$ cat src/rtl/kb_pkg.sv
// Shared constants and types for the PS/2 key-event sequencer:
// prefix bytes, parser state encoding and the {ext, keyup, code} event record.
package kb_pkg;

  localparam logic [7:0] KB_PFX_EXT = 8'hE0;
  localparam logic [7:0] KB_PFX_BRK = 8'hF0;
  localparam int         KB_EVT_W   = 10;

  typedef enum logic [1:0] {
    IDLE    = 2'd0,
    EXT     = 2'd1,
    BRK     = 2'd2,
    EXT_BRK = 2'd3
  } kb_state_e;

  typedef struct packed {
    logic       ext;
    logic       keyup;
    logic [7:0] code;
  } kb_evt_t;

endpackage

$ cat src/rtl/kb_event_sequencer_if.sv
// Byte-input / event-output bundle of the key-event sequencer.
// slave = sequencer side, master = decoder + consumer side.
interface kb_event_sequencer_if #(
  parameter int FIFO_DEPTH = 4
);
  localparam int LVL_W = $clog2(FIFO_DEPTH) + 1;

  logic             BYTE_VALID;
  logic [7:0]       BYTE_DATA;
  logic             FRAME_ERR;
  logic             EVT_VALID;
  logic             EVT_READY;
  logic [7:0]       EVT_CODE;
  logic             EVT_EXT;
  logic             EVT_KEYUP;
  logic             OVERFLOW;
  logic [LVL_W-1:0] FIFO_LEVEL;

  modport master (
    output BYTE_VALID, BYTE_DATA, FRAME_ERR, EVT_READY,
    input  EVT_VALID, EVT_CODE, EVT_EXT, EVT_KEYUP, OVERFLOW, FIFO_LEVEL
  );

  modport slave (
    input  BYTE_VALID, BYTE_DATA, FRAME_ERR, EVT_READY,
    output EVT_VALID, EVT_CODE, EVT_EXT, EVT_KEYUP, OVERFLOW, FIFO_LEVEL
  );

endinterface

$ cat src/rtl/kb_event_fifo.sv
// Generic synchronous FIFO with a registered first-word-fall-through head.
// A push into an empty FIFO appears at the head after that edge; no same-cycle bypass.
module kb_event_fifo #(
  parameter int WIDTH = 8,
  parameter int DEPTH = 4,
  localparam int AW   = $clog2(DEPTH),
  localparam int LW   = AW + 1
) (
  input  logic             CLK,
  input  logic             SRST,
  input  logic             push,
  input  logic [WIDTH-1:0] din,
  input  logic             pop,
  output logic [WIDTH-1:0] head,
  output logic             full,
  output logic             empty,
  output logic [LW-1:0]    level
);

  logic [WIDTH-1:0] mem [DEPTH];
  logic [AW-1:0]    rd_ptr;
  logic [AW-1:0]    wr_ptr;
  logic [AW-1:0]    rd_ptr_n;
  logic [LW-1:0]    level_n;
  logic             push_ok;
  logic             pop_ok;

  assign empty    = (level == '0);
  assign full     = (level == LW'(DEPTH));
  assign pop_ok   = pop & ~empty;
  assign push_ok  = push & (~full | pop_ok);
  assign rd_ptr_n = rd_ptr + AW'(pop_ok);
  assign level_n  = level + LW'(push_ok) - LW'(pop_ok);

  always_ff @(posedge CLK) begin
    if (push_ok && !SRST)
      mem[wr_ptr] <= din;
  end

  always_ff @(posedge CLK) begin
    if (SRST) begin
      rd_ptr <= '0;
      wr_ptr <= '0;
      level  <= '0;
      head   <= '0;
    end else begin
      rd_ptr <= rd_ptr_n;
      wr_ptr <= wr_ptr + AW'(push_ok);
      level  <= level_n;
      // Head comes from the incoming word only when nothing older survives this edge.
      if (level_n != '0)
        head <= (level == LW'(pop_ok)) ? din : mem[rd_ptr_n];
    end
  end

endmodule

$ cat src/rtl/kb_event_sequencer.sv
// PS/2 scan-code byte stream -> {ext, keyup, code} key events, buffered in a small FIFO.
// Build option: KB_TIMEOUT_EN abandons a prefix sequence after TIMEOUT_CYC idle cycles.
module kb_event_sequencer
  import kb_pkg::*;
#(
  parameter int FIFO_DEPTH  = 4,
  parameter int TIMEOUT_CYC = 2000
) (
  input  logic                 CLK,
  input  logic                 SRST,
  kb_event_sequencer_if.slave  bus
);

  localparam int LVL_W = $clog2(FIFO_DEPTH) + 1;

  if (FIFO_DEPTH < 2 || (FIFO_DEPTH & (FIFO_DEPTH - 1)) != 0 || TIMEOUT_CYC < 1) begin : g_bad_param
    $error("kb_event_sequencer: FIFO_DEPTH must be a power of 2 >= 2 and TIMEOUT_CYC >= 1");
  end

  kb_state_e        state;
  kb_evt_t          evt_in;
  kb_evt_t          evt_head;
  logic             push;
  logic             fifo_full;
  logic             fifo_empty;
  logic [LVL_W-1:0] fifo_level;
  logic             overflow_q;
  logic             is_e0;
  logic             is_f0;
  logic             byte_ok;

  assign is_e0   = (bus.BYTE_DATA == KB_PFX_EXT);
  assign is_f0   = (bus.BYTE_DATA == KB_PFX_BRK);
  assign byte_ok = bus.BYTE_VALID & ~bus.FRAME_ERR;

  // Emission is decoded from the current state so the event lands in the FIFO on the same edge.
  always_comb begin
    push   = 1'b0;
    evt_in = '0;
    if (byte_ok && !is_e0 && !is_f0) begin
      push         = 1'b1;
      evt_in.ext   = (state == EXT) || (state == EXT_BRK);
      evt_in.keyup = (state == BRK) || (state == EXT_BRK);
      evt_in.code  = bus.BYTE_DATA;
    end
  end

`ifdef KB_TIMEOUT_EN
  localparam int TMO_W = $clog2(TIMEOUT_CYC + 1);
  logic [TMO_W-1:0] tmo_cnt;
  logic             tmo_hit;

  assign tmo_hit = (state != IDLE) && (tmo_cnt == TMO_W'(TIMEOUT_CYC - 1));

  always_ff @(posedge CLK) begin
    if (SRST || state == IDLE || bus.BYTE_VALID || bus.FRAME_ERR || tmo_hit)
      tmo_cnt <= '0;
    else
      tmo_cnt <= tmo_cnt + 1'b1;
  end
`endif

  always_ff @(posedge CLK) begin
    if (SRST)
      state <= IDLE;
    else if (bus.FRAME_ERR)
      state <= IDLE;
    else if (bus.BYTE_VALID) begin
      unique case (state)
        IDLE:    state <= is_e0 ? EXT : (is_f0 ? BRK : IDLE);
        EXT:     state <= is_f0 ? EXT_BRK : (is_e0 ? EXT : IDLE);
        BRK:     state <= is_e0 ? EXT_BRK : (is_f0 ? BRK : IDLE);
        EXT_BRK: state <= (is_e0 || is_f0) ? EXT_BRK : IDLE;
        default: state <= IDLE;
      endcase
    end
`ifdef KB_TIMEOUT_EN
    else if (tmo_hit)
      state <= IDLE;
`endif
  end

  always_ff @(posedge CLK) begin
    if (SRST)
      overflow_q <= 1'b0;
    else if (push && fifo_full && !(bus.EVT_READY && !fifo_empty))
      overflow_q <= 1'b1;
  end

  kb_event_fifo #(
    .WIDTH (KB_EVT_W),
    .DEPTH (FIFO_DEPTH)
  ) u_fifo (
    .CLK   (CLK),
    .SRST  (SRST),
    .push  (push),
    .din   (evt_in),
    .pop   (bus.EVT_READY),
    .head  (evt_head),
    .full  (fifo_full),
    .empty (fifo_empty),
    .level (fifo_level)
  );

  assign bus.EVT_VALID  = ~fifo_empty;
  assign bus.EVT_CODE   = evt_head.code;
  assign bus.EVT_EXT    = evt_head.ext;
  assign bus.EVT_KEYUP  = evt_head.keyup;
  assign bus.OVERFLOW   = overflow_q;
  assign bus.FIFO_LEVEL = fifo_level;

endmodule

$ cat src/flat_wrapper.sv
// flat-port wrapper written by rule: the top's interface ports become plain ports
module kb_event_sequencer_flat import kb_pkg::*;
#(
  parameter int FIFO_DEPTH  = 4,
  parameter int TIMEOUT_CYC = 2000
)
  (CLK, SRST, bus_BYTE_VALID, bus_BYTE_DATA, bus_FRAME_ERR, bus_EVT_READY, bus_EVT_VALID, bus_EVT_CODE, bus_EVT_EXT, bus_EVT_KEYUP, bus_OVERFLOW, bus_FIFO_LEVEL);
  kb_event_sequencer_if #(.FIFO_DEPTH(FIFO_DEPTH)) bus_i ();
  input  logic CLK;
  input  logic SRST;
  input wire logic [$bits(bus_i.BYTE_VALID)-1:0] bus_BYTE_VALID;
  input wire logic [$bits(bus_i.BYTE_DATA)-1:0] bus_BYTE_DATA;
  input wire logic [$bits(bus_i.FRAME_ERR)-1:0] bus_FRAME_ERR;
  input wire logic [$bits(bus_i.EVT_READY)-1:0] bus_EVT_READY;
  output wire logic [$bits(bus_i.EVT_VALID)-1:0] bus_EVT_VALID;
  output wire logic [$bits(bus_i.EVT_CODE)-1:0] bus_EVT_CODE;
  output wire logic [$bits(bus_i.EVT_EXT)-1:0] bus_EVT_EXT;
  output wire logic [$bits(bus_i.EVT_KEYUP)-1:0] bus_EVT_KEYUP;
  output wire logic [$bits(bus_i.OVERFLOW)-1:0] bus_OVERFLOW;
  output wire logic [$bits(bus_i.FIFO_LEVEL)-1:0] bus_FIFO_LEVEL;
  assign bus_i.BYTE_VALID = bus_BYTE_VALID;
  assign bus_i.BYTE_DATA = bus_BYTE_DATA;
  assign bus_i.FRAME_ERR = bus_FRAME_ERR;
  assign bus_i.EVT_READY = bus_EVT_READY;
  assign bus_EVT_VALID = bus_i.EVT_VALID;
  assign bus_EVT_CODE = bus_i.EVT_CODE;
  assign bus_EVT_EXT = bus_i.EVT_EXT;
  assign bus_EVT_KEYUP = bus_i.EVT_KEYUP;
  assign bus_OVERFLOW = bus_i.OVERFLOW;
  assign bus_FIFO_LEVEL = bus_i.FIFO_LEVEL;
  kb_event_sequencer #(.FIFO_DEPTH(FIFO_DEPTH), .TIMEOUT_CYC(TIMEOUT_CYC)) u_core (.CLK(CLK), .SRST(SRST), .bus(bus_i));
endmodule
$ cat config.mk
export PLATFORM = sky130hd
export DESIGN_NAME = kb_event_sequencer_flat
export DESIGN_NICKNAME = d
export VERILOG_FILES = /design/src/rtl/kb_pkg.sv /design/src/rtl/kb_event_sequencer_if.sv /design/src/rtl/kb_event_fifo.sv /design/src/rtl/kb_event_sequencer.sv /design/src/flat_wrapper.sv
export SDC_FILE = /design/constraint.sdc
export NUM_CORES = 1
export LEC_CHECK = 0
export ABC_AREA = 1
export CAP_MARGIN = 40
export CORE_MARGIN = 2
export CORE_UTILIZATION = 51
export DETAILED_ROUTE_END_ITERATION = 12
export PLACE_DENSITY_LB_ADDON = 0.05
export SYNTH_ARGS = -nofsm -noshare
export SYNTH_HDL_FRONTEND = slang
export SYNTH_SLANG_ARGS = --single-unit
$ cat constraint.sdc
create_clock -name CLK -period 2.3 [get_ports CLK]
set_input_delay 0.46 -clock CLK [delete_from_list [all_inputs] [get_ports CLK]]
set_output_delay 0.46 -clock CLK [all_outputs]
set_load 0.01 [all_outputs]
# Word level (Yosys, flattened, before mapping)
# Memory sizes are Yosys's and may differ from the RTL's.
# Cells that the tools add are included.
[word_totals]
register_bits = 20
latchBits = 0
ram_bits = 40
rom_bits = 0
input_bits = 13
word_cells = 55
n_memories = 1
[classes]
n_addsub = 4
mul = 0
div = 0
magnitude_cmp = 0
n_eq_ne = 7
shift = 0
mux = 12
bitwise = 7
n_reduce_logical = 18
[memory_table]
columns = ["name", "depth", "width", "read_ports", "rd_clocked_by_memory_dff", "wr", "line", "rtl"]
rows = [
  ["u_core.u_fifo.mem", 4, 10, 1, 0, 1, "kb_event_fifo.sv:20", "logic [WIDTH-1:0] mem [DEPTH];"],
]
[op_table]
columns = ["cell", "count"]
rows = [
  ["$mux 10", 2],
  ["$eq 8x8->1 const B", 2],
  ["$mux 2", 5],
  ["$pmux 2 s4", 1],
  ["$logic_and 1x1->1", 6],
  ["$logic_not 1->1", 5],
  ["$add 2x1->2", 2],
  ["$eq 2x2->1 const B", 2],
  ["$mux 1", 4],
  ["$add 3x1->3", 1],
  ["$and 1x1->1", 3],
  ["$eq 3x1->1", 1],
  ["$eq 3x3->1 const B", 1],
  ["$logic_not 3->1", 1],
  ["$logic_or 1x1->1", 3],
  ["$not 1->1", 3],
  ["$reduce_bool 3->1", 1],
  ["$sub 3x1->3", 1],
  ["$eq 2x1->1 const B", 1],
  ["$logic_not 2->1", 1],
  ["$reduce_or 2->1", 1],
  ["$or 1x1->1", 1],
]

# Depth between registers and ports, before layout
# Gate-level depths: netlist (run 1).
[logic_depth]
ltp_word = 9
mapped_depth = 20
mapped_depth_nobuf = 19

# Hierarchy
# Synthesis (run 1) repeated with hierarchy kept, for this count alone.
[hier_totals]
cells_unflattened = 369
area_unflattened_um2 = 2951.6
[by_module_without_submodules]
columns = ["module", "instances", "cells_each", "area_per_inst_um2", "seq_area_each_um2"]
rows = [
  ["kb_event_fifo", 1, 317, 2647.5, 1541.5],
  ["kb_event_sequencer", 1, 52, 304.0, 60.1],
]

# Worst setup path before layout (run 1)
# Ideal clock, no wire load.
[synth_timing]
kind = "input to register"
start = "input port bus_BYTE_DATA[6]"
end = "register u_core.u_fifo.head[0]"
setup_time_ns = 0.122
arrival_ns = 2.329
slack_ns = -0.151
cell_stages = 17
cell_sequence = "nand2_1 inv_1 nand2_2 nor2_4 nor2_8 nand2_4 nor2_4 inv_2 nand2_1 nand2_1 ha_1 fa_1 nor2_1 nand3_1 buf_2 o21ai_0 a21oi_2"
[synth_via]
elab_chain_len = 9
word_cells_on_any_way = 13
cone_classes = "2 x add/sub; 2 x eq/ne; 3 x mux; 1 x bitwise; 5 x reduce/logical"
[synth_rtl]
columns = ["item", "line", "rtl"]
rows = [
  ["start, declared", "flat_wrapper.sv:12", "input wire logic [$bits(bus_i.BYTE_DATA)-1:0] bus_BYTE_DATA;"],
  ["$eq 8x8->1", "kb_event_sequencer.sv:32", "assign is_e0 = (bus.BYTE_DATA == KB_PFX_EXT);"],
  ["$logic_not 1->1", "kb_event_sequencer.sv:40", "if (byte_ok && !is_e0 && !is_f0) begin"],
  ["$logic_and 1x1->1", "kb_event_sequencer.sv:40", ""],
  ["$logic_and 1x1->1 (*)", "kb_event_sequencer.sv:40", ""],
  ["$mux 1 (*)", "kb_event_sequencer.sv:40", ""],
  ["$and 1x1->1 (*)", "kb_event_fifo.sv:31", "assign push_ok = push & (~full | pop_ok);"],
  ["$add 3x1->3 (*)", "kb_event_fifo.sv:33", "assign level_n = level + LW'(push_ok) - LW'(pop_ok);"],
  ["$sub 3x1->3 (*)", "kb_event_fifo.sv:33", ""],
  ["named net u_core.u_fifo.level_n[1]", "kb_event_fifo.sv:24", "logic [LW-1:0] level_n;"],
  ["$reduce_bool 3->1 (*)", "kb_event_fifo.sv:51", "if (level_n != '0)"],
  ["end signal, assigned", "kb_event_fifo.sv:52", "head <= (level == LW'(pop_ok)) ? din : mem[rd_ptr_n];"],
  ["end, declared", "kb_event_fifo.sv:14", "output logic [WIDTH-1:0] head,"],
]
# The timed path passes the listed nets; every way through them passes the cells marked *.
# A chain may end at the register's enable or synchronous reset.

# Worst setup path after layout (run 1)
[layout_timing]
start = "input port bus_BYTE_DATA[7]"
end = "register u_core.u_fifo.head[5]"
# Same word-level chain as after synthesis.

==> results of run 1 <==
[kinds of logic (layout without fill, tap and decap cells)]
family / count (synthesis) / after routing / synth area share [%]
xor+xnor: 2 / 2 / 0.872
compound gates: 27 / 27 / 5.93
buf+inv: 49 / 135 / 7.63
flops: 60 / 60 / 55.8
fa+ha+maj: 3 / 3 / 1.57
simple gates: 179 / 179 / 28.2
[worst reg2reg max path, cell delays in order (launching register included)]
cell	delay [ns]
dfxtp_4	0.39
nor2_4	0.06
nand3_2	0.07
inv_2	0.05
nor2_4	0.13
inv_2	0.05
nand2_2	0.08
nand2_2	0.06
ha_4	0.15
fa_1	0.47
nor2_2	0.11
nand3_2	0.12
buf_12	0.17
buf_12	0.13
nor2_4	0.10
nor2_2	0.04
nand2_1	0.05
inv_1	0.03
[cell type report]
class	count	area, sq um
clock buffer	11	131
fill	391	1440
sequential	60	1610
timing repair buffer	81	762
tap	72	90.1
clock inverter	5	52.6
inverter	38	146
multi-input combinational	211	1240
[how the worst max path moves through the flow]
| stage | slack [ns] | cells past startpoint | to |
|---|---|---|---|
| after global routing | -0.22 | 17 | u_core.u_fifo.head[5]$_SDFFE_PP0P_ |
| after global placement | -0.68 | 18 | u_core.u_fifo.head[5]$_SDFFE_PP0P_ |
| after detailed placement | -0.76 | 18 | u_core.u_fifo.head[5]$_SDFFE_PP0P_ |
| final | -0.09 | 21 | u_core.u_fifo.head[5]$_SDFFE_PP0P_ |
| after CTS | -0.1 | 19 | u_core.u_fifo.head[4]$_SDFFE_PP0P_ |
| after floorplan | -0.07 | 19 | u_core.u_fifo.head[5]$_SDFFE_PP0P_ |
[cell usage in the layout (no fill, tap or decap), drive strengths merged, types with 13 or more instances in the layout]
cell type        n
a21oi           13
buf             62
clkbuf          13
clkdlybuf4s50   16
dfxtp           20
edfxtp          40
inv             36
nand2          137
nor2            31
o21ai           13
[stage by stage]
step / power (mW) / worst slack [ns]
6_report: 5.82 / -0.0917
5_1_grt: 6.20 / -0.225
4_1_cts: 5.49 / -0.0989
3_5_place_dp: 3.82 / -0.760
3_3_place_gp: 3.77 / -0.680
2_1_floorplan: 3.01 / -0.0672
[power by group through the flow]
| stage | registers [mW] | logic (mW) | clock network [mW] |
|---|---|---|---|
| final | 1.36 | 3.58 | 0.876 |
| after global routing | 1.38 | 3.89 | 0.936 |
| after CTS | 1.34 | 3.24 | 0.901 |
| after detailed placement | 1.35 | 2.47 | 0 |
| after global placement | 1.35 | 2.42 | 0 |
| after floorplan | 1.38 | 1.63 | 0 |
[per-layer routing]
metal	track usage, %	up-vias	wire length [microns]
met5	0	-	0
met4	14.1	0	216
met3	3.30	14	186
met2	39.2	50	3460
met1	27.1	1119	2800
li1	-	1168	-
[flip-flops by register name (all words and copies together) (netlist names)]
name	flops
u_core.bus.OVERFLOW	1
u_core.u_fifo.level	3
u_core.u_fifo.mem	40
u_core.state	2
u_core.u_fifo.wr_ptr	2
u_core.u_fifo.head	10
u_core.u_fifo.rd_ptr	2
[repair_timing]
| item | CTS | global route |
|---|---|---|
| buffers inserted | 9 | 6 |
| pin swaps | 21 | 18 |
| gates resized for setup | 68 | 31 |
| gates cloned | 3 | 0 |
| endpoints found under the setup margin | 11 | 10 |
| hold buffers | 0 | 0 |
==> impl_metrics.csv, run 1 <==
group,metric,value,unit
setup_path,timing.rr.end,"u_core.u_fifo.head[5]$_SDFFE_PP0P_",
cells_and_area,antenna_cells,0,
sta,setup_tns,-0.476,ns
min_path,min_from,"u_core.state[1]$_SDFFE_PP0P_",
run,maxCapViolations,0,
sta,max_clock_freq,0.418,GHz
yosys,synth_cells,320,
placed_design,place_area,3500,sq um
sta,finalCritPeriodShare,104,%
yosys,synth_edf_count,40,
setup_path,cp_max_fo,5,
clock_tree,clk_latency,0.32,ns
placed_design,io_buffers,27,
detailed_routing,drc,0,
sta,setup_ws,-0.0917,ns
yosys,synth_area,2870,sq um
clock_tree,cts_tree,"built",
cells_and_area,area_growth,40.4,%
setup_path,worstPathArrival,2.62,ns
setup_path,rrSetupSlack,-0.07,ns
power,max-vdd-ir-drop,1.29,mV
floorplanning,die_w,79.0,microns
yosys,async_flop_share,0,%
setup_path,r2r.worst_path.cells,17,
setup_path,crit_path_max_incr_delay,0.47,ns
floorplanning,std_cell_rows,27,
sta,finalClockSkew,0.00670,ns
cells_and_area,layout-drive-gt1-share,37.2,%
yosys,ys_top_cells_by_area,"edfxtp_1, nand2_1, dfxtp_1",
power,p_switching,2.27,mW
sta,whs,0.462,ns
sta,report.final.slew_viol_count,0,
power,power.leakage,1.75,nW
yosys,ys_seq_area_share,55.8,%
power,p_per_area,1450,nW/um^2
power,pwr-share-comb,61.6,%
placed_design,place_congestion,0.807,
floorplanning,start_util,52.4,%
setup_path,required,2.53,ns
detailed_routing,dr.pass1.iters,4,
floorplanning,io_pins,28,
power,swShare,39.0,%
min_path,hold_end,"u_core.state[1]$_SDFFE_PP0P_",
sta,hold_viol_final,0,
cells_and_area,fin_nets,417,
grt,grt.total_usage,22.9,%
yosys,synth_top_area_share,41.8,%
setup_path,cp-startpoint,"bus_BYTE_DATA[7]",
setup_path,start_kind,"primary input",
clock_tree,htree_levels,3,
setup_path,crit_slowest_cell,"fa_1",
clock_tree,cts_num_sinks,60,
power,p_int,3.55,mW
run_status,outcome,"finished, violations left",
sta,rsz0062_at_grt,"yes",
sta,worst_pin_slew,0.292,ns
clock_tree,cts_buffers,9,
yosys,synthesis.nets,336,
setup_path,crit_buf_inv,6,
cells_and_area,final_cells,478,
yosys,synth_common_cells,"nand2_1, edfxtp_1, inv_1",
floorplanning,core_area,5470,sq um
sta,slew-limit-headroom,80.5,%
grt,grt_overflow_total,0,
detailed_routing,initialDrtViolationCount,125,
min_path,hp-class,"flop to flop",
yosys,yosysMostFrequentCell,"nand2_1",
yosys,synth_cell_types,29,
detailed_routing,drtAntennaViolNets,0,
setup_path,path_class,"primary input to flop",
floorplanning,fp.dieH,79.0,microns
yosys,avgSynthCellArea,8.97,sq um
placed_design,dpl.hpwl,4500,microns
detailed_routing,detail_route.wirelength,6670,microns
yosys,synth_ff_type,"edfxtp_1",
setup_path,path_cells,"buf_8 > nand2_8 > inv_2 > nand2_2 > nor2_4 > nor2_8 > nand2_4 > nor2_4 > inv_2 > nand2_2 > nand2_2 > ha_4 > fa_1 > nor2_2 > nand3_2 > buf_12 > buf_12 > nor2_4 > nor2_2 > nand2_1 > inv_1",
clock_tree,root_buffer,"clkbuf_8",
clock_tree,clk_pin_slew,0.07,ns
sta,period_needed,2.39,ns
detailed_routing,viasPerCell,4.92,
min_path,whs_path_depth,2,
detailed_routing,post_drt_wl_per_cell,13.9,microns
yosys,synth_seq_cells,60,
power,p_seq_share,23.4,%
floorplanning,dieArea,6240,sq um
yosys,ys_warn_count,0,
grt,grt_start_max_net_pins,13,
yosys,synth_area_leader_cell,"edfxtp_1",
sta,setup_viol_count_final,10,
clock_tree,clk_path_buf_depth,2,
setup_path,path_delay_family,"simple AND/OR/NAND/NOR gates",
grt,antenna_found_initial,0,
power,p_clk_share,15.0,%
cells_and_area,final_util,73.6,%
grt,grt_pass1_wl,10500,microns
run_status,violations,"negative setup slack",
setup_path,critPathCaptureType,"flop",
grt,grt_pass1_vias,2275,
setup_path,timing.rr.start,"u_core.u_fifo.level[1]$_SDFF_PP0_",
placed_design,dpl.cell_count,444,
detailed_routing,vias,2351,
cells_and_area,fin_area,4030,sq um
Note: power is estimated with default switching activity, not from simulation.
==> run 2, diff against run 1 <==
--- a/config.mk
+++ b/config.mk
@@ -7,6 +7,7 @@
 export LEC_CHECK = 0
 export ABC_AREA = 1
 export CAP_MARGIN = 40
+export CORE_ASPECT_RATIO = 1.2
 export CORE_MARGIN = 2
 export CORE_UTILIZATION = 51
 export DETAILED_ROUTE_END_ITERATION = 12
==> run 2 against run 1 <==
Net effect: first-iteration DRC count is 19% lower; critical path depth is 4 lower; die area hardly changed; the run still ends with negative setup slack left; combinational power is 7.8% lower; critical endpoint is now u_core.u_fifo.head[1]$_SDFFE_PP0P_; clock power is 13% higher; flip-flop and latch count stayed put; routed wire length is 2.5% lower; via count is 1.7% lower; design area is 2.5% lower; sequential power hardly changed.
==> impl_metrics.csv, run 2 (synthesis results as in run 1) <==
group,metric,value,unit
clock_tree,root_buffer,"clkbuf_8",
setup_path,cpMostUsedCell,"nor2_4",
power,p_per_area,1440,nW/um^2
cells_and_area,largest_reg_flops,40,
cells_and_area,area_growth,36.9,%
placed_design,place_area,3510,sq um
clock_tree,cts_hold_buf,0,
detailed_routing,viasPerCell,5.03,
detailed_routing,post_drt_wl_per_cell,14.2,microns
setup_path,cp_max_fo,5,
clock_tree,cts_tree,"built",
floorplanning,dieArea,6250,sq um
sta,setup_ws,-0.0833,ns
floorplanning,core_area,5370,sq um
min_path,whs_path_depth,2,
setup_path,path_depth,17,
setup_path,crit_slowest_cell,"fa_1",
clock_tree,cts_buffers,9,
cells_and_area,reg_top3,"u_core.u_fifo.mem: 40 flops, u_core.u_fifo.head: 10 flops, u_core.u_fifo.level: 3 flops",
sta,report.final.slew_viol_count,0,
detailed_routing,dr.pass1.iters,4,
detailed_routing,detail_route.wirelength,6500,microns
cells_and_area,fill_cells,401,
min_path,hp-class,"flop to flop",
cells_and_area,final_common_cell,"nand2_1",
detailed_routing,drc,0,
setup_path,timing.rr.start,"u_core.u_fifo.level[1]$_SDFF_PP0_",
power,power.leakage,1.72,nW
floorplanning,io_pins,28,
sta,slew-limit-headroom,79.5,%
floorplanning,start_util,53.4,%
cells_and_area,regMostFlops,"u_core.u_fifo.mem",
setup_path,path_cells,"buf_2 > nor2_4 > nand2_2 > nor2_4 > nor2_8 > nand2_4 > nor2_4 > nand2_1 > nand2_2 > ha_4 > fa_1 > nor2_2 > nand3_4 > buf_12 > nand2_1 > inv_1 > a21oi_2",
clock_tree,cts_num_sinks,60,
setup_path,rrSetupSlack,-0.06,ns
detailed_routing,initialDrtViolationCount,101,
setup_path,critPathCaptureType,"flop",
detailed_routing,drtAntennaViolNets,0,
setup_path,crit_path_max_incr_delay,0.48,ns
grt,grt_pass1_wl,10400,microns
cells_and_area,most-common-layout-cells,"nand2_1, buf_4, edfxtp_1",
floorplanning,die_w,72.5,microns
min_path,min_from,"u_core.state[1]$_SDFFE_PP0P_",
sta,hold_viol_final,0,
clock_tree,clk_pin_slew,0.07,ns
grt,grt_overflow_total,0,
sta,rsz0062_at_grt,"yes",
run_status,outcome,"finished, violations left",
grt,grt_pass1_vias,2189,
cells_and_area,layout-drive-gt1-share,35.0,%
placed_design,dpl.hpwl,4540,microns
setup_path,path_class,"primary input to flop",
grt,antenna_found_initial,0,
sta,period_needed,2.38,ns
grt,grt_start_max_net_pins,13,
min_path,hold_end,"u_core.state[1]$_SDFFE_PP0P_",
clock_tree,clk_path_buf_depth,2,
power,max-vdd-ir-drop,1.09,mV
floorplanning,std_cell_rows,29,
setup_path,crit_buf_inv,3,
sta,max_clock_freq,0.420,GHz
sta,setup_viol_count_final,10,
run_status,violations,"negative setup slack",
placed_design,post-place-ws,-0.740,ns
grt,grt.total_usage,23.2,%
clock_tree,htree_levels,3,
cells_and_area,fin_area,3930,sq um
sta,whs,0.466,ns
cells_and_area,antenna_cells,0,
setup_path,path_delay_family,"simple AND/OR/NAND/NOR gates",
detailed_routing,vias,2310,
placed_design,place_congestion,0.760,
sta,worst_pin_slew,0.305,ns
floorplanning,fp.dieH,86.2,microns
placed_design,io_buffers,27,
clock_tree,clk_latency,0.33,ns
setup_path,r2r.worst_path.cells,14,
cells_and_area,fin_nets,408,
sta,finalClockSkew,0.0111,ns
sta,setup_tns,-0.443,ns
setup_path,start_kind,"primary input",
setup_path,timing.rr.end,"u_core.u_fifo.head[1]$_SDFFE_PP0P_",
sta,finalCritPeriodShare,104,%
setup_path,required,2.56,ns
cells_and_area,final_util,73.2,%
run,maxCapViolations,0,
setup_path,worstPathArrival,2.64,ns
## run 2: worst register-to-register path: stages, from the launching register on
cell	delay, ns
dfxtp_2	0.34
nor2_1	0.15
nand2_1	0.09
nand2_1	0.08
inv_1	0.07
nand2_2	0.08
nand2_2	0.06
ha_4	0.15
fa_1	0.48
nor2_2	0.16
nand3_4	0.19
buf_12	0.20
nand2_1	0.08
inv_1	0.06
a21oi_2	0.12
## run 2: layout make-up
cell class                 instances  area [sq um]  share of cell area [%]
sequential                        60          1610                    40.9
multi-input combinational        211          1230                    31.2
timing repair buffer              72           666                    16.9
inverter                          38           146                    3.73
clock buffer                      10           128                    3.25
clock inverter                     6          78.8                    2.01
tap                               62          77.6                    1.97
## run 2: worst max-delay path by stage
| stage | startpoint | endpoint | slack (ns) |
|---|---|---|---|
| finish | bus_BYTE_DATA[0] | u_core.u_fifo.head[1]$_SDFFE_PP0P_ | -0.08 |
| CTS | bus_BYTE_DATA[5] | u_core.u_fifo.head[5]$_SDFFE_PP0P_ | -0.07 |
| detailed placement | bus_BYTE_DATA[7] | u_core.u_fifo.head[5]$_SDFFE_PP0P_ | -0.74 |
| global route | u_core.u_fifo.level[2]$_SDFF_PP0_ | u_core.u_fifo.head[0]$_SDFFE_PP0P_ | -0.21 |
| global placement | bus_BYTE_DATA[6] | u_core.u_fifo.head[5]$_SDFFE_PP0P_ | -0.67 |
| floorplan | bus_BYTE_DATA[6] | u_core.u_fifo.head[5]$_SDFFE_PP0P_ | -0.07 |
## run 2: layer usage
metal  up-vias  wire length (microns)  global-route usage (%)
li1       1154                      -                       -
met1      1106                   2580                    25.8
met2        44                   3590                    41.9
met3         6                    232                    4.53
met4         0                    102                    11.3
met5         -                      0                       0
## run 2: per-stage QoR
stage                     cells  power [mW]
after floorplan             320        3.01
after global placement      436        3.77
after detailed placement    436        3.80
after CTS                   457        5.22
after global routing        459        6.07
final                       459        5.64
## run 2: report_power, final
part | leakage, nW | switching [mW] | internal [mW]
Combinational | 1.07 | 1.76 | 1.55
Clock | 0.107 | 0.390 | 0.601
Sequential | 0.537 | 0.0787 | 1.27
Total | 1.72 | 2.23 | 3.41
## run 2: timing repair
item,CTS,global route
buffers inserted,3,1
resized for setup,61,28
pin swaps,21,13
endpoints found under the setup margin,11,10
cloned,2,1
